`src/rtl/cache_set_assoc_l2_pkg.sv`:
```
// Shared FSM encoding and geometry helpers for the set-associative tag-only L2 model.
package cache_set_assoc_l2_pkg;

    typedef enum logic [1:0] {
        IDLE      = 2'd0,
        LOOKUP    = 2'd1,
        MISS_WAIT = 2'd2,
        FLUSH     = 2'd3
    } state_t;

    // Way-index width; a direct-mapped cache still carries a 1-bit way field.
    function automatic int way_bits(input int ways);
        return (ways > 1) ? $clog2(ways) : 1;
    endfunction

endpackage

```
`src/rtl/cache_set_assoc_l2_lru_set.sv`:
```
// True-LRU age vector for one set: victim is lowest invalid way, else the oldest way.
// Ages update one cycle after an access strobe; no handshake, purely combinational victim output.
module cache_lru_set #(
    parameter int WAYS  = 2,
    parameter int WAY_W = 1
) (
    input  logic             clk,
    input  logic             rst_n,
    input  logic             update,
    input  logic [WAY_W-1:0] access_way,
    input  logic [WAYS-1:0]  valid_mask,
    output logic [WAY_W-1:0] victim_way
);

    generate
        if (WAYS == 1) begin : g_dm
            logic unused_in;
            assign unused_in  = ^{clk, rst_n, update, access_way, valid_mask};
            assign victim_way = '0;
        end else begin : g_lru
            logic [WAY_W-1:0] age [WAYS];
            logic [WAY_W-1:0] inv_way;
            logic [WAY_W-1:0] old_way;
            logic             any_inv;

            always_ff @(posedge clk) begin
                if (!rst_n) begin
                    for (int w = 0; w < WAYS; w++) age[w] <= WAY_W'(w);
                end else if (update) begin
                    for (int w = 0; w < WAYS; w++) begin
                        if (WAY_W'(w) == access_way)
                            age[w] <= '0;
                        else if (age[w] < age[access_way])
                            age[w] <= age[w] + 1'b1;
                    end
                end
            end

            // Ages form a permutation of 0..WAYS-1, so exactly one way holds the max.
            always_comb begin
                inv_way = '0;
                old_way = '0;
                any_inv = 1'b0;
                for (int w = WAYS - 1; w >= 0; w--) begin
                    if (!valid_mask[w]) begin
                        inv_way = WAY_W'(w);
                        any_inv = 1'b1;
                    end
                    if (age[w] == WAY_W'(WAYS - 1)) old_way = WAY_W'(w);
                end
            end

            assign victim_way = any_inv ? inv_way : old_way;
        end
    endgenerate

endmodule

```
`src/rtl/cache_set_assoc_l2.sv`:
```
// N-way set-associative tag-only L2 model: hit responds 1 cycle after accept, miss MISS_LAT+1.
// One request in flight; req_ready low outside IDLE and while flush is asserted.
module cache_set_assoc_l2
    import cache_set_assoc_l2_pkg::*;
#(
    parameter int ADDR_W   = 11,
    parameter int OFFSET_W = 2,
    parameter int INDEX_W  = 4,
    parameter int WAYS     = 2,
    parameter int MISS_LAT = 4,
    parameter int CNT_W    = 16,
    localparam int WAY_W   = way_bits(WAYS)
) (
    input  logic              clk,
    input  logic              rst_n,
    input  logic              req_valid,
    input  logic [ADDR_W-1:0] req_addr,
    output logic              req_ready,
    input  logic              flush,
    output logic              resp_valid,
    output logic              resp_hit,
    output logic [WAY_W-1:0]  resp_way,
    output logic [CNT_W-1:0]  hit_count,
    output logic [CNT_W-1:0]  miss_count
);

    localparam int NUM_SETS = 1 << INDEX_W;
    localparam int BLK_W    = ADDR_W - OFFSET_W;
    localparam int TAG_W    = BLK_W - INDEX_W;
    localparam int LAT_W    = $clog2(MISS_LAT + 1);

    state_t state, state_next;

    logic [BLK_W-1:0]  blk_q;
    logic [LAT_W-1:0]  wait_cnt;
    logic [WAY_W-1:0]  victim_q;
    logic [TAG_W-1:0]  tag_mem   [NUM_SETS][WAYS];
    logic [WAYS-1:0]   valid_mem [NUM_SETS];
    logic [WAY_W-1:0]  set_victim [NUM_SETS];

    logic [INDEX_W-1:0] idx;
    logic [TAG_W-1:0]   tag;
    logic [WAYS-1:0]    hit_vec;
    logic [WAY_W-1:0]   hit_way;
    logic               lookup_hit;

    logic accept, do_flush, hit_done, miss_done, lru_upd;
    logic [WAY_W-1:0] lru_way;

    logic unused_offset;
    assign unused_offset = ^req_addr[OFFSET_W-1:0];

    assign idx = blk_q[INDEX_W-1:0];
    assign tag = blk_q[BLK_W-1:INDEX_W];

    always_comb begin
        hit_vec = '0;
        hit_way = '0;
        for (int w = WAYS - 1; w >= 0; w--) begin
            if (valid_mem[idx][w] && tag_mem[idx][w] == tag) begin
                hit_vec[w] = 1'b1;
                hit_way    = WAY_W'(w);
            end
        end
    end

    assign lookup_hit = |hit_vec;

    always_ff @(posedge clk) begin
        if (!rst_n) state <= IDLE;
        else        state <= state_next;
    end

    always_comb begin
        state_next = state;
        req_ready  = 1'b0;
        accept     = 1'b0;
        do_flush   = 1'b0;
        hit_done   = 1'b0;
        miss_done  = 1'b0;
        case (state)
            IDLE: begin
                req_ready = !flush;
                if (flush) begin
                    do_flush   = 1'b1;
                    state_next = FLUSH;
                end else if (req_valid) begin
                    accept     = 1'b1;
                    state_next = LOOKUP;
                end
            end
            LOOKUP: begin
                if (lookup_hit) begin
                    hit_done   = 1'b1;
                    state_next = IDLE;
                end else begin
                    state_next = MISS_WAIT;
                end
            end
            MISS_WAIT: begin
                if (wait_cnt == '0) begin
                    miss_done  = 1'b1;
                    state_next = IDLE;
                end
            end
            FLUSH:   state_next = IDLE;
            default: state_next = IDLE;
        endcase
    end

    assign lru_upd = hit_done || miss_done;
    assign lru_way = hit_done ? hit_way : victim_q;

    // Transaction context and tags need no reset: valid bits gate every use.
    always_ff @(posedge clk) begin
        if (accept) blk_q <= req_addr[ADDR_W-1:OFFSET_W];
        if (state == LOOKUP && !lookup_hit) begin
            wait_cnt <= LAT_W'(MISS_LAT - 1);
            victim_q <= set_victim[idx];
        end else if (state == MISS_WAIT && wait_cnt != '0) begin
            wait_cnt <= wait_cnt - 1'b1;
        end
        if (miss_done) tag_mem[idx][victim_q] <= tag;
    end

    always_ff @(posedge clk) begin
        if (!rst_n) begin
            for (int s = 0; s < NUM_SETS; s++) valid_mem[s] <= '0;
            resp_valid <= 1'b0;
            resp_hit   <= 1'b0;
            resp_way   <= '0;
            hit_count  <= '0;
            miss_count <= '0;
        end else begin
            resp_valid <= hit_done || miss_done;
            if (do_flush) begin
                for (int s = 0; s < NUM_SETS; s++) valid_mem[s] <= '0;
            end
            if (hit_done) begin
                resp_hit <= 1'b1;
                resp_way <= hit_way;
                if (hit_count != '1) hit_count <= hit_count + 1'b1;
            end
            if (miss_done) begin
                resp_hit <= 1'b0;
                resp_way <= victim_q;
                valid_mem[idx][victim_q] <= 1'b1;
                if (miss_count != '1) miss_count <= miss_count + 1'b1;
            end
        end
    end

    generate
        for (genvar s = 0; s < NUM_SETS; s++) begin : g_set
            cache_lru_set #(
                .WAYS  (WAYS),
                .WAY_W (WAY_W)
            ) u_lru (
                .clk        (clk),
                .rst_n      (rst_n),
                .update     (lru_upd && idx == INDEX_W'(s)),
                .access_way (lru_way),
                .valid_mask (valid_mem[s]),
                .victim_way (set_victim[s])
            );
        end
    endgenerate

endmodule

```
`config.mk`:
```
export PLATFORM = sky130hd
export DESIGN_NAME = cache_set_assoc_l2
export DESIGN_NICKNAME = d
export VERILOG_FILES = /design/src/rtl/cache_set_assoc_l2_pkg.sv /design/src/rtl/cache_set_assoc_l2_lru_set.sv /design/src/rtl/cache_set_assoc_l2.sv
export SDC_FILE = /design/constraint.sdc
export NUM_CORES = 1
export LEC_CHECK = 0
export CAP_MARGIN = 20
export CORE_AREA = 2 2 163 165
export DETAILED_ROUTE_END_ITERATION = 10
export DIE_AREA = 0 0 165 167
export PLACE_DENSITY = 0.71
export SYNTH_ARGS = -nofsm -noshare
export SYNTH_HDL_FRONTEND = slang
export SYNTH_SLANG_ARGS = --single-unit
```
`constraint.sdc`:
```
create_clock -name clk -period 3.37 [get_ports clk]
set_input_delay 0.674 -clock clk [delete_from_list [all_inputs] [get_ports clk]]
set_output_delay 0.674 -clock clk [all_outputs]
set_load 0.05 [all_outputs]
```
Word-level counts from Yosys, hierarchy flattened. Memories as Yosys holds them, arrays and structs flattened. A register that Yosys moved wholly into a read port is not among the register bits. Cells that the tools add are included.

Flip-flop bits (word level): 50. RAM bits: 224. Input port bits: 15. Output and inout port bits: 36. Memories kept: 18.

Memory list: tag_mem (depth 16, bits a word 10, rd ports 1, clocked after memory_dff 1, write ports 1, line cache_set_assoc_l2.sv:37) `logic [TAG_W-1:0] tag_mem [NUM_SETS][WAYS];`; valid_mem (depth 16, bits a word 2, rd ports 17, clocked after memory_dff 1, write ports 16, line cache_set_assoc_l2.sv:38) `logic [WAYS-1:0] valid_mem [NUM_SETS];`; g_set[0].u_lru.g_lru.age (depth 2, bits a word 1, rd ports 3, clocked after memory_dff 0, write ports 2, line cache_set_assoc_l2_lru_set.sv:21) `logic [WAY_W-1:0] age [WAYS];`; g_set[10].u_lru.g_lru.age (depth 2, bits a word 1, rd ports 3, clocked after memory_dff 0, write ports 2, line cache_set_assoc_l2_lru_set.sv:21); g_set[11].u_lru.g_lru.age (depth 2, bits a word 1, rd ports 3, clocked after memory_dff 0, write ports 2, line cache_set_assoc_l2_lru_set.sv:21); g_set[12].u_lru.g_lru.age (depth 2, bits a word 1, rd ports 3, clocked after memory_dff 0, write ports 2, line cache_set_assoc_l2_lru_set.sv:21); +12 memories.

$add $sub $neg: 35. $lt $le $gt $ge: 37. Eq/ne operators: 24. Mux-type cells: 475. Bitwise logic cells: 83. Reductions and logical operators: 36.

Operators by type and width (count): $mux 1 (443); $or 1x1->1 (80); $mux 2 (23); $add 1x1->1 const B (32); $add 16x1->16 const B (2); $eq 4x4->1 const B (8); $lt 1x1->1 (32); $ne 16x16->1 const B (2); $logic_and 1x1->1 (22); $eq 4x3->1 const B (4); $mux 4 (3); $eq 5x5->1 (2); $mux 10 (1); $eq 4x2->1 const B (2); $pmux 2 s4 (1); $reduce_and 2->1 (3); $reduce_or 2->1 (3); $demux 5 s1 (1); $ge 5x5->1 const B (1); $mux 5 (1); $not 4->5 (1); $bmux 1 s4 (1); $eq 2x2->1 const B (2); $eq 4x1->1 const B (1); other kinds (18) (19).

Longest topological paths before layout. Gate-level depths: netlist (run 1). An unclocked memory read counts as a cell.

Depth in word-level cells: 15. Gate-level depth with buffers: 15.

By module. A second synthesis (run 1) with hierarchy kept.

Cells, all modules: 940. Area, all modules: 12459.4 um^2.

By module, submodules not included: cache_set_assoc_l2 (instances 1, cells each 748, area each 10397.5 um^2, seq. area each 6626.4 um^2); cache_lru_set (instances 16, cells each 12, area each 128.9 um^2, seq. area each 60.1 um^2).

Worst setup path after synthesis (run 1). Ideal clock, no wire load.

Path kind: register -> register. Start point: reg with a tool-made name. End point: mem g_set[12].u_lru.g_lru.age[0] (enable). Library setup time: 316 ps. Arrival: 2866 ps. Setup slack: 189 ps. Stages on the path, launching flop included: 13. Path buffers: 4. Path through: dfxtp_1 buf_2 buf_6 mux2i_1 mux4_2 xnor2_1 or4_4 a221oi_4 nand2_2 and4_4 buf_6 buf_6 a221oi_2.

RTL lines (line): to (decl) (cache_set_assoc_l2_lru_set.sv:21).

==> impl_results.md, run 1 <==
- Status: finished clean
- Finished Core Util: 58.0%
- Synth top area share: 48.6%
- Final setup TNS: 0 ns
- DP HPWL: ~20 mm
- Drt drc: 0
- Final wirelength: 29.3 mm
- Crit path DAT: 3.52 ns
- Clk pwr share: 41.6%
- Net Switching: 1.82 mW
- Std-Cell Rows: 59
- Core area: 25800 um^2
- Post-synth EDFFs: 202
- RSZ-0062 raised after global routing: true
- WL/cell: approximately 21 um
- Library cells used by synthesis: 60
- Met2 wire length: ~14 mm
- Max Used Layer: met4
- Die area: 27600 um^2
- Worst Path Required: approximately 3.6 ns
- IO Port Bufs: between 40 and 50
- Largest cells by area after synthesis: edfxtp_1, dfxtp_1, mux4_2
- Initial core utilization: 48.5%
- Top cell type by total area after synthesis: edfxtp_1
- Setup WS post-layout: between 0.08 and 0.09 ns
- Yosys Warn Count: 0
- Area Growth Syn to Fin: 19.7%
- Worst Hold Class: reg -> reg
- FILL cells: 2043
- Clock Sinks: 278
- Reg power frac: 48.9%
- DR WL met3: 1.94 mm
- Internal: 5.86 mW
- Setup WS pre-CTS: -0.0843 ns
- Number of max-cap violations: 0
- CTS clk-pin slew, worst paths: 0.06 ns
- CP Launch Type: flop
- Post-route ant nets: 0
- RePlAce Congestion: 0.879
- P per Cell Area: 514 nW/um^2
- Diode count: 0
- Number of global-route vias before repair: 8230
- DIE HEIGHT: 167 um
- Combinational share of power: under 10%
- Largest net degree at the start of global routing: 34
- CTS tree: built
- CTS Buf Count: 28
- Crit share post-route: a little over nine tenths
- Clock buffer depth: 3
- Number of endpoints failing setup at the final stage: 0
- 1st-iter DRT viols: 588
- Vias: 8178
- Pins Over Slew Limit: 0
- Min Hold Slack: 0.483 ns
- Ys flop type: edfxtp_1
- GR Util All Layers: roughly 22%
- Worst-path fanout max: 16
- Num ports: 51
- Synth async-reset ratio: 0%
- Layout Skew: roughly 0.045 ns
- Worst-Margin Slew: 0.835 ns
- Root buffer cell: clkbuf_16
- Share of cells above drive strength 1: between 20% and 30%
- Final min period: 3.28 ns
- Initial antenna violation count: 0
- Sequential area share after synthesis: 60.7%
- Vias per cell: about 5.8
- Worst-Skew Late Latency: 0.57 ns
- Level count of the clock H-tree: 1
- Gr ovfl total: 0
- Die width: 165 um
- Switching part of the total: a little under a quarter
- CP Capture Type: flop
- Mapped Avg Cell Area: 13.4 um^2
- First-pass GRT wire length: between 40 and 50 mm
- Post-synth top cells: edfxtp_1, nor2_1, dfxtp_1, nand2_1, mux2i_1
- VDD IR max: 460 uV
- CP Class: reg -> reg
- #FFs+latches synth: 278
- Final Hold Fails: 0
- Drt first pass iters: 5
- Mapped cell area: 12500 um^2
- M1 wire length: 12.5 mm
- Most numerous cell in the Yosys netlist: edfxtp_1
- Slew margin rel.: 44.4%
- Fin nets: 1067
- Syn nets: 953
- Fmax: 305 MHz
- Post-Synthesis Cells: 934
- Leakage: approximately 5.1 nW
==> metrics by stage <==
stage                     instance area, um^2  instances  total power, mW
after floorplan                         12500        934             4.29
after global placement                  13800       1335             4.50
after detailed placement                13800       1335             4.51
after CTS                               14800       1395             7.70
after global routing                    14900       1404             7.93
final                                   14900       1404             7.68
==> cells in the final DEF, fill, tap and decap left out, types with 9 or more instances in the layout <==
cell type | Yosys | layout
o2111ai_1 | 12 | 12
nand3_1 | 14 | 13
nor4_1 | 12 | 12
xnor2_1 | 10 | 10
and3_1 | 10 | 9
mux4_2 | 40 | 40
mux2i_1 | 53 | 52
buf_12 | 0 | 12
clkdlybuf4s50_1 | 0 | 47
nor2_1 | 92 | 91
clkbuf_16 | 0 | 30
buf_4 | 4 | 81
nand2_1 | 68 | 68
nand2b_1 | 47 | 47
xor2_1 | 14 | 14
dfxtp_1 | 76 | 72
a21oi_1 | 51 | 51
inv_1 | 17 | 16
edfxtp_1 | 202 | 202
nor3_1 | 22 | 21
a221oi_2 | 30 | 30
nor2b_1 | 11 | 11
==> logic make-up (layout without fill, tap and decap cells) <==
family                   Yosys count  after routing  share of synthesized area (%)
AO/OA/AOI/OAI                    141            141                           9.61
XOR/XNOR                          24             24                           1.68
adder cells (fa/ha/maj)            4              4                          0.401
buffers and inverters             76            210                           3.17
flip-flops                       278            278                           60.7
multiplexers                      99             99                           12.0
AND/OR/NAND/NOR                  312            313                           12.4
==> worst max-delay path, cell delays in order (launching register included) <==
cell and delay, ns:
dfxtp_4 0.37, buf_12 0.15, buf_4 0.14, buf_12 0.11
buf_4 0.13, buf_4 0.16, mux2i_1 0.12, a22oi_1 0.22
a21oi_1 0.09, o211ai_1 0.37, a221o_1 0.31, nand2_2 0.13
and3_4 0.21, buf_12 0.16, a221oi_2 0.26
==> state kept, by name, summed over array words and instances, names as in the netlist, 2 cells and up, named ones only <==
name,count
state,2
hit_count,16
miss_count,16
wait_cnt,3
blk_q,9
valid_mem,32
g_set.u_lru.g_lru.age,32
tag_mem,160
==> power groups by stage <==
stage	Clock, mW	Sequential (mW)	Combinational (mW)
floorplan	0	3.82	0.475
global placement	0	3.83	0.667
detailed placement	0	3.83	0.680
CTS	3.23	3.76	0.707
global route	3.38	3.76	0.782
finish	3.20	3.76	0.727
==> timing repair <==
action / CTS / global route
hold buffers: 0 / 0
cloned: 0 / 1
setup buffers: 9 / 8
resized for setup: 2 / 15
endpoints found under the setup margin: 8 / 49
endpoints found under the hold margin: 0 / 0
pin swaps: 1 / 6
==> layout make-up <==
type,count,area [um^2],share of cell area [%]
flip-flops and latches,278,7600,50.8
well taps,335,419,2.80
multi-input cells,581,4570,30.5
clock buffers,35,779,5.22
clock inverters,16,185,1.24
inverters,17,63.8,0.427
repair buffers,142,1340,8.93
==> path summary, 6_finish.rpt <==
| kind | depth (start not counted) | slack (ns) | start | endpoint |
|---|---|---|---|---|
| max reg2reg | 14 | 0.09 | flop | g_set[0].u_lru.g_lru.age[0] |
| min | 2 | 0.48 | hit_count[14] | hit_count[14] |
| min reg2reg | 2 | 0.48 | hit_count[14] | hit_count[14] |
| max | 14 | 0.09 | flop | g_set[0].u_lru.g_lru.age[0] |
==> metal layers <==
| metal | GRT usage (%) | vias to the layer above |
|---|---|---|
| met2 | 34.8 | 285 |
| li1 | - | 3791 |
| met1 | 29.9 | 4045 |
| met5 | 0 | - |
| met4 | 7.07 | 0 |
| met3 | 3.74 | 57 |
Note: power is estimated with default switching activity, not from simulation.
==> run 2, diff against run 1 <==
--- a/config.mk
+++ b/config.mk
@@ -6,9 +6,10 @@
 export NUM_CORES = 1
 export LEC_CHECK = 0
 export CAP_MARGIN = 20
-export CORE_AREA = 2 2 163 165
+export CORE_AREA = 10 10 171 173
 export DETAILED_ROUTE_END_ITERATION = 10
-export DIE_AREA = 0 0 165 167
+export DIE_AREA = 0 0 181 183
+export MAX_ROUTING_LAYER = met4
 export PLACE_DENSITY = 0.71
 export SYNTH_ARGS = -nofsm -noshare
 export SYNTH_HDL_FRONTEND = slang
==> impl_results.md, run 2 (synthesis results as in run 1) <==
- Vias per cell: 5.94 (+2.0%)
- Vias: 8410 (+2.8%)
- VDD IR max: 432 uV (-6.1%)
- Post-route ant nets: 0 (unchanged)
- Top cell by count, worst path: buf_12
- Share of cells above drive strength 1: 22.5% (+0.12 points)
- Drt drc: 0 (unchanged)
- Fin nets: 1077 (+0.94%)
- Commonest non-fill, non-tap cell in the layout: edfxtp_1
- Root buffer cell: clkbuf_16
- Worst reg2reg setup slack: -0.005 ns (-0.09 ns)
- Number of endpoints failing setup at the final stage: 2 (+2)
- Level count of the clock H-tree: 1 (unchanged)
- Largest reg by FF count: tag_mem
- Slowest stage cell, crit path: or4_4
- Slowest Stage Delay on Critical Path: 0.56 ns (+0.19 ns)
- Number of max-cap violations: 0 (unchanged)
- IO Port Bufs: 48 (unchanged)
- Worst-Skew Late Latency: 0.58 ns (about the same)
- FF-to-FF path depth: 10 (-4)
- Most frequent cells in the layout: edfxtp_1, nor2_1, buf_4
- Gr ovfl total: 0 (unchanged)
- 1st-iter DRT viols: 789 (+34%)
- DP HPWL: 20.4 mm (+3.3%)
- CTS tree: built
- Net Switching: 1.82 mW (about the same)
- Largest regs: tag_mem: 160 flops, g_set.u_lru.g_lru.age: 32 flops, valid_mem: 32 flops
- GR Util All Layers: 18.1% (-3.5 points)
- Clock buffer depth: 3 (unchanged)
- Reg power frac: 47.3% (-1.6 points)
- Final Hold Fails: 0 (unchanged)
- Slew margin rel.: 42.2% (-2.2 points)
- Core area: 25800 um^2 (unchanged)
- Leakage: 5.17 nW (+2.2%)
- Drt first pass iters: 5 (unchanged)
- DIE HEIGHT: 183 um (+9.6%)
- Worst Path Required: 3.61 ns (about the same)
- Layout Skew: 0.0321 ns (-0.0127 ns)
- Num ports: 51 (unchanged)
- Final wirelength: 31.0 mm (+5.7%)
- Initial antenna violation count: 0 (unchanged)
- Worst hold path stage count: 2 (unchanged)
- Setup WS post-layout: -0.00461 ns (-0.0916 ns)
- Initial core utilization: 48.5% (unchanged)
- Min-Delay Endpoint: hit_count[8]
- Crit path DAT: 3.61 ns (+0.09 ns)
- Switching part of the total: 22.9% (-0.79 points)
- CP Class: reg -> reg
- Diode count: 0 (unchanged)
- Worst Hold Class: reg -> reg
- Number of global-route vias before repair: 8137 (-1.1%)
- Die area: 33100 um^2 (+20%)
- Min Hold Slack: 0.483 ns (+0.000252 ns)
- Area Growth Syn to Fin: 21.4%
- Sequence of cells on the critical path: buf_12 > mux2i_1 > mux4_2 > xnor2_1 > or4_4 > a221oi_4 > nand2_2 > and4_4 > buf_12 > a221oi_2
- Failing checks: negative setup slack
- Largest net degree at the start of global routing: 42 (+24%)
- Hold path startpoint: hit_count[8]
- WL/cell: 21.9 um (+4.8%)
- Max FFs per register: 160 (unchanged)
- Combinational share of power: 9.6% (about the same)
- CP Launch Type: flop
- CTS Buf Count: 29 (+3.6%)
- CP Capture Type: flop
- Crit share post-route: 100% (+2.7 points)
- Status: complete, but fails checks
- Std-Cell Rows: 59 (unchanged)
- Clk pwr share: 43.1% (+1.5 points)
- Worst-path fanout max: 9 (-7)
- Internal: 6.12 mW (+4.5%)
- Final min period: 3.37 ns (+0.0916 ns)
- RSZ-0062 raised after global routing: true
- P per Cell Area: 524 nW/um^2 (+1.9%)
- Final setup TNS: -0.00826 ns (-0.00826 ns)
- Worst-Margin Slew: 0.864 ns (+0.0296 ns)
- R2R Path End: g_set[1].u_lru.g_lru.age[0]
- Pins Over Slew Limit: 0 (unchanged)
- Power Total: 7.94 mW (+3.4%)
- Die width: 181 um (+9.7%)
- Clock Sinks: 278 (unchanged)
- RePlAce Congestion: 0.854 (-2.9%)
- Fmax: 296 MHz (-2.7%)
- First-pass GRT wire length: 46.9 mm (+2.1%)
- CTS clk-pin slew, worst paths: 0.07 ns (about the same)
-- run 2: what timing repair did --
item / in CTS / in global routing
resized for setup: 1 / 13
hold buffers: 0 / 0
setup endpoints to repair: 3 / 41
pin swaps: 2 / 2
cloned: 0 / 2
buffers inserted: 1 / 21
-- run 2: through the flow --
step           instances  cell area, um^2  setup slack (ns)  utilization [%]
2_1_floorplan        934            12500             0.189                -
3_3_place_gp        1338            13800            0.0266             53.6
3_5_place_dp        1338            13800           -0.0316             53.6
4_1_cts             1393            14900           0.00495             57.7
5_1_grt             1416            15200           -0.0921             58.8
6_report            1416            15200          -0.00461             58.8
-- run 2: how the worst max path moves through the flow --
stage	from	to	slack, ns	cells past startpoint
2_1_floorplan	flop	g_set[12].u_lru.g_lru.age[0]	0.19	12
3_3_place_gp	flop	victim_q	0.03	8
3_5_place_dp	flop	victim_q	-0.03	8
4_1_cts	flop	g_set[1].u_lru.g_lru.age[0]	0.005	10
5_1_grt	flop	g_set[1].u_lru.g_lru.age[0]	-0.09	10
6_report	flop	g_set[1].u_lru.g_lru.age[0]	-0.005	10
-- run 2: worst max-delay path: cells and delay by family, from the launching register on --
kind	cells	cell delay, ns
AND/OR/NAND/NOR	3	1.01
multiplexers	2	0.61
AO/OA/AOI/OAI	2	0.58
flip-flops	1	0.37
buffers and inverters	2	0.31
XOR/XNOR	1	0.14
-- run 2: area by class of cell --
type | instances | area, um^2
tap | 335 | 419
inverter | 17 | 63.8
clock buffer | 35 | 758
multi-input combinational | 581 | 4620
sequential | 278 | 7590
clock inverter | 19 | 270
timing repair buffer | 151 | 1430
fill | 2017 | 10600
-- run 2: per-layer routing --
| layer | vias to the layer above | GRT usage [%] | routed length, um |
|---|---|---|---|
| li1 | 3816 | - | - |
| met5 | - | - | 0 |
| met1 | 4179 | 23.8 | 12900 |
| met4 | 0 | 4.49 | 639 |
| met3 | 56 | 2.74 | 2190 |
| met2 | 359 | 29.1 | 15200 |
-- run 2: power groups by stage --
stage / Sequential, mW / Combinational, mW / Clock, mW
after floorplan: 3.82 / 0.475 / 0
after global placement: 3.82 / 0.683 / 0
after detailed placement: 3.82 / 0.694 / 0
after CTS: 3.75 / 0.702 / 3.47
after global routing: 3.76 / 0.816 / 3.61
final: 3.75 / 0.761 / 3.43
==> run 3, diff against run 2 <==
--- a/config.mk
+++ b/config.mk
@@ -10,7 +10,7 @@
 export DETAILED_ROUTE_END_ITERATION = 10
 export DIE_AREA = 0 0 181 183
 export MAX_ROUTING_LAYER = met4
-export PLACE_DENSITY = 0.71
+export PLACE_DENSITY = 0.69
 export SYNTH_ARGS = -nofsm -noshare
 export SYNTH_HDL_FRONTEND = slang
 export SYNTH_SLANG_ARGS = --single-unit
==> constraint.sdc (replaced) <==
create_clock -name clk -period 4.1 [get_ports clk]
set_input_delay 0.82 -clock clk [delete_from_list [all_inputs] [get_ports clk]]
set_output_delay 0.82 -clock clk [all_outputs]
set_load 0.05 [all_outputs]
==> impl_results.md, run 3 (synthesis results as in run 1) <==
- Sequence of cells on the critical path: buf_4 > mux4_2 > mux2i_1 > mux2i_1 > xor2_1 > nor2_1 > buf_4 > nand3_1 > buf_4 > and3_1 > buf_4 > a221oi_2
- Combinational share of power: 8.6% (-1.0 points)
- 1st-iter DRT viols: 765 (-3.0%)
- Final setup TNS: 0 ns (+0.00826 ns)
- Worst Path Required: 4.33 ns (+0.72 ns)
- Share of cells above drive strength 1: 16.7% (-5.7 points)
- Num ports: 51 (unchanged)
- Root buffer cell: clkbuf_16
- Post-cts sizing count: 0 (-1)
- Top cell by count, worst path: buf_4
- Final Hold Fails: 0 (unchanged)
- Final min period: 3.75 ns (+0.380 ns)
- CP endpoint: g_set[2].u_lru.g_lru.age[0]
- Leakage: 4.69 nW (-9.3%)
- Final wirelength: 29.6 mm (-4.5%)
- DP HPWL: 20.3 mm (-0.86%)
- CP Class: reg -> reg
- Max FFs per register: 160 (unchanged)
- R2R Path End: g_set[2].u_lru.g_lru.age[0]
- P per Cell Area: 429 nW/um^2 (-18%)
- Total setup buffers inserted after CTS: 0 (-1)
- Crit path DAT: 3.98 ns (+0.37 ns)
- Worst-path fanout max: 16 (+7)
- Most frequent cells in the layout: edfxtp_1, nor2_1, dfxtp_1
- CTS tree: built
- Commonest non-fill, non-tap cell in the layout: edfxtp_1
- RSZ-0062 raised after global routing: false
- IO Port Bufs: 48 (unchanged)
- FILL cells: 2073 (+2.8%)
- Fmax: 266 MHz (-10%)
- Reg power frac: 50.6% (+3.3 points)
- Post-CTS Hold Buffers: 0 (unchanged)
- CP top delay family: buffers and inverters
- Worst reg2reg setup slack: 0.35 ns (+0.35 ns)
- Worst-Margin Slew: 0.957 ns (+0.0923 ns)
- Status: finished clean
- Diode count: 0 (unchanged)
- Clock Sinks: 278 (unchanged)
- Layout Skew: 0.0242 ns (-0.00790 ns)
- Gr ovfl total: 0 (unchanged)
- Cells after DPL: 1294 (-3.3%)
- Net Switching: 1.45 mW (-20%)
- RePlAce Congestion: 0.849 (-0.52%)
- Number of global-route vias before repair: 8064 (-0.90%)
- CTS Buf Count: 27 (-6.9%)
- Slowest stage cell, crit path: dfxtp_2
- Worst-Skew Late Latency: 0.56 ns (-0.02 ns)
- Std-Cell Rows: 59 (unchanged)
- Level count of the clock H-tree: 1 (unchanged)
- Clock buffer depth: 3 (unchanged)
- Die width: 181 um (unchanged)
- Area Growth Syn to Fin: 14.4%
- CP Depth: 12 (+2)
- Power Total: 6.13 mW (-23%)
- Setup WS post-layout: 0.346 ns (+0.350 ns)
- Critical path buffers and inverters: 4 (+2)
- Die area: 33100 um^2 (unchanged)
- CP Launch Type: flop
- Vias per cell: 5.97 (+0.52%)
- Drt drc: 0 (unchanged)
- Finished Core Util: 55.5% (-3.4 points)
- Fin nets: 1007 (-6.5%)
- VDD IR max: 375 uV (-13%)
- Core area: 25800 um^2 (unchanged)
- Clk pwr share: 40.8% (-2.3 points)
- CP Capture Type: flop
- Pins Over Slew Limit: 0 (unchanged)
- Worst Hold Class: reg -> reg
- Vias: 8024 (-4.6%)
- Initial antenna violation count: 0 (unchanged)
- Number of endpoints failing setup at the final stage: 0 (-2)
- Drt first pass iters: 5 (unchanged)
- Setup WS pre-CTS: 0.303 ns (+0.334 ns)
- Number of max-cap violations: 0 (unchanged)
- Crit share post-route: 91.6% (-8.6 points)
- Post-route ant nets: 0 (unchanged)
- Internal: 4.68 mW (-24%)
- Largest regs: tag_mem: 160 flops, g_set.u_lru.g_lru.age: 32 flops, valid_mem: 32 flops
- Final cell count without fillers: 1344 (-5.1%)
- Switching part of the total: 23.7% (+0.84 points)
- Largest reg by FF count: tag_mem
- Slew margin rel.: 36.2% (-5.9 points)
- GR Util All Layers: 17.9% (-0.17 points)
- WL/cell: 22.0 um (+0.61%)
- Slowest Stage Delay on Critical Path: 0.73 ns (+0.17 ns)
- Largest net degree at the start of global routing: 44 (+4.8%)
- CTS clk-pin slew, worst paths: 0.07 ns (about the same)
- DIE HEIGHT: 183 um (unchanged)
- FF-to-FF path depth: 12 (+2)
- First-pass GRT wire length: 46.3 mm (-1.3%)
- Initial core utilization: 48.5% (unchanged)
[run 3: cell count changes in the layout (fill, tap and decap cells not counted), sizes merged]
cell	change
clkinvlp	-1
bufinv	-4
clkinv	-2
clkbuf	-1
buf	-66
inv	+3
and4	-1
[run 3: worst min path at each step]
stage | slack (ns) | start | to | cells past startpoint
final | 0.48 | hit_count[8] | hit_count[8] | 2
after detailed placement | 0.47 | hit_count[14] | hit_count[14] | 2
after global routing | 0.51 | resp_hit | resp_hit | 2
after floorplan | 0.46 | wait_cnt[1] | wait_cnt[1] | 2
after global placement | 0.46 | hit_count[14] | hit_count[14] | 2
after CTS | 0.48 | hit_count[6] | hit_count[6] | 2
[run 3: metrics by stage]
stage	cell area, um^2	hold WS (ns)
6_report	14300	0.479
5_1_grt	14300	0.507
4_1_cts	14300	0.480
3_5_place_dp	13400	0.473
3_3_place_gp	13400	0.464
2_1_floorplan	12500	0.464
[run 3: area by class of cell]
cell class	instances	area, um^2	share of cell area (%)
Timing Repair Buffer	84	816	5.71
Clock inverter	15	164	1.15
Inverter	17	63.8	0.447
Sequential cell	278	7590	53.1
Multi-Input combinational cell	580	4510	31.5
Clock buffer	35	727	5.09
Tap cell	335	419	2.93
[run 3: power by group through the flow]
stage,sequential [mW],combinational [mW],clock [mW]
2_1_floorplan,3.14,0.390,0
3_3_place_gp,3.16,0.506,0
3_5_place_dp,3.17,0.525,0
4_1_cts,3.10,0.528,2.53
5_1_grt,3.11,0.568,2.65
6_report,3.10,0.525,2.50
[run 3: tightest hold or removal path: stages (launching register included)]
cell	delay, ns
dfxtp_1	0.32
nand2_1	0.06
mux2i_1	0.05
[run 3: layer usage]
metal  track usage [%]  part of all wire (%)
met1              22.9                    42
met2              28.9                    48
met3              3.19                   7.0
met4              5.40                   2.6
met5                 -                     0
